## src/rtl/enc_pkg.sv

```systemverilog
// Shared constants and helpers for the registered 8-to-3 request encoder.
// Both the top level and the rotating picker import this package.
package enc_pkg;

  localparam int N = 8;
  localparam int W = 3;

  localparam int MODE_FIXED = 0;
  localparam int MODE_RR    = 1;

  // Number of set bits in an 8-bit request vector.
  function automatic logic [3:0] popcount8(input logic [7:0] v);
    logic [3:0] cnt;
    cnt = 4'd0;
    for (int i = 0; i < 8; i++) begin
      cnt = cnt + {3'd0, v[i]};
    end
    return cnt;
  endfunction

endpackage

```

## src/rtl/rr_pick.sv

```systemverilog
// Combinational picker: the first set bit of a, searching from index start
// downward and wrapping from 0 to 7.
module rr_pick
  import enc_pkg::*;
(
  input  logic [N-1:0] a,
  input  logic [W-1:0] start,
  output logic [W-1:0] idx,
  output logic         any
);

  logic [N-1:0] w_rot;
  logic [W-1:0] w_pe;

  // w_rot[7] holds a[start], w_rot[6] holds a[start-1], and so on.
  for (genvar j = 0; j < N; j++) begin : g_rot
    assign w_rot[j] = a[W'(start + W'(j + 1))];
  end

  always_comb begin
    w_pe = '0;
    for (int j = 0; j < N; j++) begin
      if (w_rot[j]) begin
        w_pe = W'(j);
      end
    end
  end

  assign idx = W'(start + W'(1) + w_pe);
  assign any = |a;

endmodule

```

## src/rtl/rr_encoder_8x3.sv

```systemverilog
// Registered 8-to-3 encoder with fixed-priority or round-robin selection,
// multi-hot and all-zero flags, and valid/ready handshakes on both sides.
module rr_encoder_8x3
  import enc_pkg::*;
#(
  parameter int MODE = MODE_RR
) (
  input  logic         clk,
  input  logic         rst,
  input  logic [N-1:0] a,
  input  logic         in_valid,
  output logic         in_ready,
  output logic [W-1:0] b,
  output logic         out_valid,
  input  logic         out_ready,
  output logic         multi,
  output logic         zero,
  output logic [W-1:0] o_dbg_ptr
);

  // Handshake: a beat moves on a side when its valid and ready are both high in
  // the same cycle. in_ready opens whenever the output slot is empty or drains now.

  logic [W-1:0] r_b;
  logic         r_out_valid;
  logic         r_multi;
  logic         r_zero;
  logic [W-1:0] r_ptr;

  logic         w_accept;
  logic [W-1:0] w_start;
  logic [W-1:0] w_idx;
  logic         w_any;

  assign in_ready = !r_out_valid || out_ready;
  assign w_accept = in_valid && in_ready;

  // Fixed priority is round-robin with the search permanently starting at bit 7.
  assign w_start = (MODE == MODE_RR) ? r_ptr : W'(N - 1);

  rr_pick u_pick (
    .a     (a),
    .start (w_start),
    .idx   (w_idx),
    .any   (w_any)
  );

  always_ff @(posedge clk) begin
    if (rst) begin
      r_out_valid <= 1'b0;
      r_b         <= '0;
      r_multi     <= 1'b0;
      r_zero      <= 1'b0;
      r_ptr       <= W'(N - 1);
    end else if (w_accept) begin
      r_out_valid <= 1'b1;
      r_b         <= w_any ? w_idx : '0;
      r_multi     <= popcount8(a) > 4'd1;
      r_zero      <= !w_any;
      if (MODE == MODE_RR && w_any) begin
        r_ptr <= W'(w_idx - W'(1));
      end
    end else if (out_ready) begin
      r_out_valid <= 1'b0;
    end
  end

  assign b         = r_b;
  assign out_valid = r_out_valid;
  assign multi     = r_multi;
  assign zero      = r_zero;
  assign o_dbg_ptr = r_ptr;

endmodule

```

## config.mk

```make
export PLATFORM = sky130hd
export DESIGN_NAME = rr_encoder_8x3
export DESIGN_NICKNAME = d
export VERILOG_FILES = /design/src/rtl/enc_pkg.sv /design/src/rtl/rr_pick.sv /design/src/rtl/rr_encoder_8x3.sv
export SDC_FILE = /design/constraint.sdc
export NUM_CORES = 1
export LEC_CHECK = 0
export BUFFER_PORTS_ARGS = -buffer_cell sky130_fd_sc_hd__buf_2
export CAP_MARGIN = 30
export CORE_ASPECT_RATIO = 0.9
export CORE_UTILIZATION = 40
export DETAILED_ROUTE_END_ITERATION = 10
export SYNTH_ARGS = -nofsm -noshare
export SYNTH_HDL_FRONTEND = slang
export SYNTH_HIERARCHICAL = 1
export SYNTH_SLANG_ARGS = --single-unit
export TNS_END_PERCENT = 20
```

## constraint.sdc

```tcl
create_clock -name clk -period 11.12 [get_ports clk]
set_clock_uncertainty 0.05 [all_clocks]
set_input_delay 1.112 -clock clk [delete_from_list [all_inputs] [get_ports clk]]
set_output_delay 1.112 -clock clk [all_outputs]
set_load 0.01 [all_outputs]
```

==> flow_metrics.py, run 1 <==
metrics = {
    "status": {
        "outcome": "complete, no violations",
    },
    "routing": {
        "vias_per_cell": 5.93,
        "post-route-drc-count": 0,
        "via_count": 1103,
        "dr.pass1.iters": 4,
        "drt_iter0_markers": 28,
        "wl_um": 2880,
        "wl_per_cell_um": 15.5,
        "route.antenna.remaining_nets": 0,
    },
    "die": {
        "die-area_um2": 3550,
        "rows": 19,
        "io_pins": 22,
        "core-area_um2": 3110,
        "die_w_um": 62.7,
        "die_h_um": 56.6,
        "initial_core_util_pct": 42.6,
    },
    "global_routing": {
        "antenna_found_initial": 0,
        "grt-ovfl-total": 0,
        "grt_use_total_pct": 17.5,
        "grt_pass1_vias": 1060,
        "grt_pass1_wl_um": 4900,
        "grt_max_degree": 15,
    },
    "critical_path": {
        "cp-end-kind": "flip-flop",
        "regToRegSetupSlack_ps": 6780,
        "r2r-end": "o_dbg_ptr[2]",
        "cp_cell_sequence": "inv_1 -> ha_1 -> mux4_2 -> mux2_2 -> nand2_1 -> a221o_1 -> nand2_1 -> ha_1 -> fa_1 -> inv_1 -> inv_1 -> ha_1 -> xnor2_1 -> nor3_1 -> a211o_1",
        "rr_startpoint": "o_dbg_ptr[0]",
        "critPathMaxStageDelay_ps": 770,
        "arrival_ps": 4410,
        "required_ps": 11180,
        "startpoint_type": "flip-flop",
        "crit_type": "flip-flop to flip-flop",
        "critPathMaxFanout": 14,
        "reg2reg_depth": 15,
        "slowest_stage": "dfxtp_1",
    },
    "logic_synthesis": {
        "synth_seq_cells": 9,
        "synth_enable_flop_cells": 0,
        "syn_nets": 149,
        "netlist_area_um2": 1330,
        "ys_async_sr_fraction_pct": 0,
        "synth_flop_cell": "dfxtp_1",
        "yosysSeqAreaShare_pct": 13.6,
        "synth_warnings": 6,
        "synth.distinct_cells": 42,
        "synth_cells": 125,
        "syn_avg_cell_area_um2": 10.6,
    },
    "place": {
        "dp_slack_ps": 6780,
        "place_area_um2": 1440,
        "gp_congestion": 0.795,
        "hpwlAfterDp_um": 2180,
        "io_buffers": 21,
    },
    "timing": {
        "period_minus_slack_ps": 4340,
        "hold_slack_ps": 419,
        "rsz0062_at_grt": "no",
        "fin_ws_ps": 6780,
        "finalMaxSlewViolations": 0,
        "hold_viol_final": 0,
        "slew-limit-headroom_pct": 52.1,
        "fin_tns_setup_ps": 0,
        "setup-violations-final": 0,
        "fin_crit_sh_pct": 39.1,
        "fmaxAchievable_mhz": 230,
        "worst_pin_slew_ps": 717,
    },
    "layout": {
        "final_area_um2": 1480,
        "seqCellArea_um2": 180,
        "final_common_cell": "buf_2",
        "fillers": 293,
        "multi_input_area_um2": 1030,
        "drive_above_1_share_pct": 31.3,
        "utilization_pct": 47.6,
        "nets": 169,
        "diodes": 0,
        "layout_common_cells": "buf_2, inv_1, mux4_2",
        "syn2layout_area_growth_pct": 11.7,
    },
    "flow_run": {
        "max-cap-violations": 0,
    },
    "clock_network": {
        "cts_resized": 0,
        "cts_tree": "built",
        "htree_levels": 1,
        "post_cts_buffers": 0,
        "cts_sinks": 9,
        "ctsHoldBuffers": 0,
        "max-clock-path-buffers": 2,
        "cts_buffers": 3,
        "root_buffer": "clkbuf_8",
        "clk_pin_slew_ps": 40,
        "clock_latency_ps": 230,
    },
    "min_path": {
        "hold_path_depth": 2,
        "whs_endpoint": "b[2]",
        "min_path_type": "flip-flop to flip-flop",
        "min-delay-start": "b[2]",
    },
    "power": {
        "vdd_drop_max_mv": 0.0738,
        "p_leak_uw": 0.000684,
        "p_per_area_nw_per_um2": 243,
    },
}
final cells by class:
class,instances,share of cell area [%]
clock buffer,4,3.04
inverter,18,4.65
multi-input combinational,92,69.5
sequential,9,12.2
tap,42,3.55
timing repair buffer,21,7.09
critical path: cells and delay by family (launching register included):
kind / cells / cell delay [ps]
compound gates: 2 / 420
simple gates: 3 / 190
xor+xnor: 1 / 150
flops: 1 / 770
buf+inv: 3 / 440
mux: 2 / 860
fa+ha+maj: 4 / 1330
kinds of logic after synthesis:
logic type               count (synthesis)  share of synthesized area (%)
buffers and inverters                   24                           8.77
multiplexers                            26                           35.1
XOR/XNOR                                 5                           3.87
AND/OR/NAND/NOR                         28                           13.9
AO/OA/AOI/OAI                           21                           10.7
flip-flops                               9                           13.6
adder cells (fa/ha/maj)                 12                           14.2
worst max path at each step:
| stage | start | endpoint | slack [ps] | cells after the start |
|---|---|---|---|---|
| 2_1_floorplan | a[0] | multi | 7260 | 11 |
| 3_3_place_gp | o_dbg_ptr[0] | o_dbg_ptr[2] | 6890 | 15 |
| 3_5_place_dp | o_dbg_ptr[0] | o_dbg_ptr[2] | 6780 | 15 |
| 4_1_cts | o_dbg_ptr[0] | o_dbg_ptr[2] | 6760 | 15 |
| 5_1_grt | o_dbg_ptr[0] | o_dbg_ptr[2] | 6480 | 15 |
| 6_report | o_dbg_ptr[0] | o_dbg_ptr[2] | 6780 | 15 |
synthesized netlist by cell type, types with 3 or more instances:
| library cell | n | area, um2 |
|---|---|---|
| buf_6 | 3 | 33.8 |
| a211o_1 | 3 | 26.3 |
| a21oi_1 | 7 | 35.0 |
| nor2_1 | 3 | 11.3 |
| o21ai_0 | 3 | 15.0 |
| ha_1 | 7 | 87.6 |
| nand2_1 | 6 | 22.5 |
| inv_1 | 17 | 63.8 |
| mux2i_1 | 9 | 90.1 |
| mux4_2 | 10 | 225 |
| xnor2_1 | 3 | 26.3 |
| fa_1 | 5 | 100 |
| dfxtp_1 | 9 | 180 |
| nor3_1 | 3 | 15.0 |
| mux4_1 | 4 | 105 |
metal layers:
layer  part of all wire, %  GRT usage [%]
met1                    45           23.5
met2                    52           30.6
met3                   3.1           3.25
met4                  0.17          0.997
met5                     0              0
flip-flops by register name, summed over array words and instances (netlist names):
name,count
b,3
out_valid,1
zero,1
multi,1
o_dbg_ptr,3
power breakdown:
group	internal, uW	switching (uW)	total, uW
Clock	24.9	12.1	37.0
Sequential	42.0	25.0	67.0
Combinational	134	122	257
per-stage QoR:
step                power [uW]  std cells
floorplan                  274        125
global placement           315        182
detailed placement         323        182
CTS                        361        186
global route               393        186
finish                     361        186
No activity file was read; power rests on OpenSTA's default activity.
==> run 2: changes to the inputs <==
==> constraint.sdc (replaced) <==
create_clock -name clk -period 4.3 [get_ports clk]
set_clock_uncertainty 0.05 [all_clocks]
set_input_delay 0.43 -clock clk [delete_from_list [all_inputs] [get_ports clk]]
set_output_delay 0.43 -clock clk [all_outputs]
set_load 0.01 [all_outputs]
==> flow_metrics.py, run 2 (synthesis results as in run 1) <==
metrics = {
    "clock_network": {
        "post_cts_buffers": 0,
        "clk_pin_slew_ps": 50,
        "ctsHoldBuffers": 0,
        "max-clock-path-buffers": 2,
        "clock_latency_ps": 230,
        "cts_resized": 0,
        "root_buffer": "clkbuf_8",
        "htree_levels": 1,
        "cts_sinks": 9,
        "cts_tree": "built",
        "cts_buffers": 3,
    },
    "global_routing": {
        "grt_pass1_vias": 1127,
        "grt_pass1_wl_um": 5290,
        "antenna_found_initial": 0,
        "grt_max_degree": 14,
        "grt_use_total_pct": 18.8,
        "grt-ovfl-total": 0,
    },
    "place": {
        "gp_congestion": 0.841,
        "hpwlAfterDp_um": 2180,
        "dp_slack_ps": 385,
        "io_buffers": 21,
    },
    "die": {
        "core-area_um2": 3110,
        "initial_core_util_pct": 42.6,
        "rows": 19,
        "die-area_um2": 3550,
        "die_w_um": 62.7,
        "io_pins": 22,
        "die_h_um": 56.6,
    },
    "flow_run": {
        "max-cap-violations": 0,
    },
    "timing": {
        "fin_ws_ps": 335,
        "fin_crit_sh_pct": 92.2,
        "setup-violations-final": 0,
        "worst_pin_slew_ps": 541,
        "fmaxAchievable_mhz": 252,
        "period_minus_slack_ps": 3960,
        "finalMaxSlewViolations": 0,
        "fin_tns_setup_ps": 0,
        "slew-limit-headroom_pct": 63.9,
        "rsz0062_at_grt": "no",
        "hold_viol_final": 0,
    },
    "critical_path": {
        "cp-end-kind": "flip-flop",
        "arrival_ps": 4040,
        "required_ps": 4370,
        "critPathMaxFanout": 13,
        "crit_type": "flip-flop to flip-flop",
        "startpoint_type": "flip-flop",
    },
    "routing": {
        "vias_per_cell": 5.86,
        "dr.pass1.iters": 4,
        "drt_iter0_markers": 66,
        "post-route-drc-count": 0,
        "route.antenna.remaining_nets": 0,
        "wl_um": 2910,
        "wl_per_cell_um": 15.4,
        "via_count": 1107,
    },
    "power": {
        "vdd_drop_max_mv": 0.189,
        "p_leak_uw": 0.000697,
        "p_per_area_nw_per_um2": 630,
    },
    "layout": {
        "syn2layout_area_growth_pct": 13.4,
        "final_common_cell": "buf_2",
        "layout_common_cells": "buf_2, inv_1, mux4_2",
        "nets": 172,
        "diodes": 0,
        "drive_above_1_share_pct": 32.7,
    },
    "min_path": {
        "min_path_type": "flip-flop to flip-flop",
    },
    "status": {
        "outcome": "complete, no violations",
    },
}
[run 2: final timing paths]
| kind | from | end | slack, ps | cells after the start |
|---|---|---|---|---|
| worst max-delay path | o_dbg_ptr[1] | o_dbg_ptr[2] | 340 | 15 |
| worst min-delay path | b[2] | b[2] | 430 | 2 |
| worst max register to register | o_dbg_ptr[1] | o_dbg_ptr[2] | 340 | 15 |
| worst min register to register | b[2] | b[2] | 430 | 2 |
[run 2: final cells by class]
cell class / instances / area (um2)
multi-input combinational: 92 / 1030
timing repair buffer: 24 / 128
tap: 42 / 52.6
inverter: 18 / 68.8
clock buffer: 4 / 45.0
sequential: 9 / 180
fill: 297 / 1610
[run 2: layer usage]
layer	vias up	share of wire, %	track usage (%)
li1	519	-	-
met1	559	45	26.2
met2	27	50	30.3
met3	2	5.2	3.25
met4	0	0.34	4.32
met5	-	0	0
[run 2: critical path, stage by stage (launching register included)]
cell and delay [ps]:
dfxtp_1 650, inv_1 180, ha_1 340, xor2_2 380
mux2i_1 130, mux4_2 480, a31o_1 230, nand2_1 60
ha_1 160, fa_1 420, inv_1 90, inv_1 40
ha_1 180, xnor2_1 140, nor3_1 60, a211o_1 270
[run 2: through the flow]
step | util, % | area [um2] | std cells | total power, uW | hold WS [ps]
finish | 48.3 | 1500 | 189 | 947 | 426
CTS | 48.3 | 1500 | 189 | 954 | 424
detailed placement | 46.8 | 1460 | 185 | 848 | 418
global route | 48.3 | 1500 | 189 | 1040 | 449
global placement | 46.8 | 1460 | 185 | 830 | 415
floorplan | - | 1330 | 125 | 710 | 444
[run 2: report_power, final]
part           internal, uW  switching, uW  leakage [uW]
combinational           362            339      0.000600
clock                  64.7           34.4     0.0000228
sequential              109           38.4     0.0000747
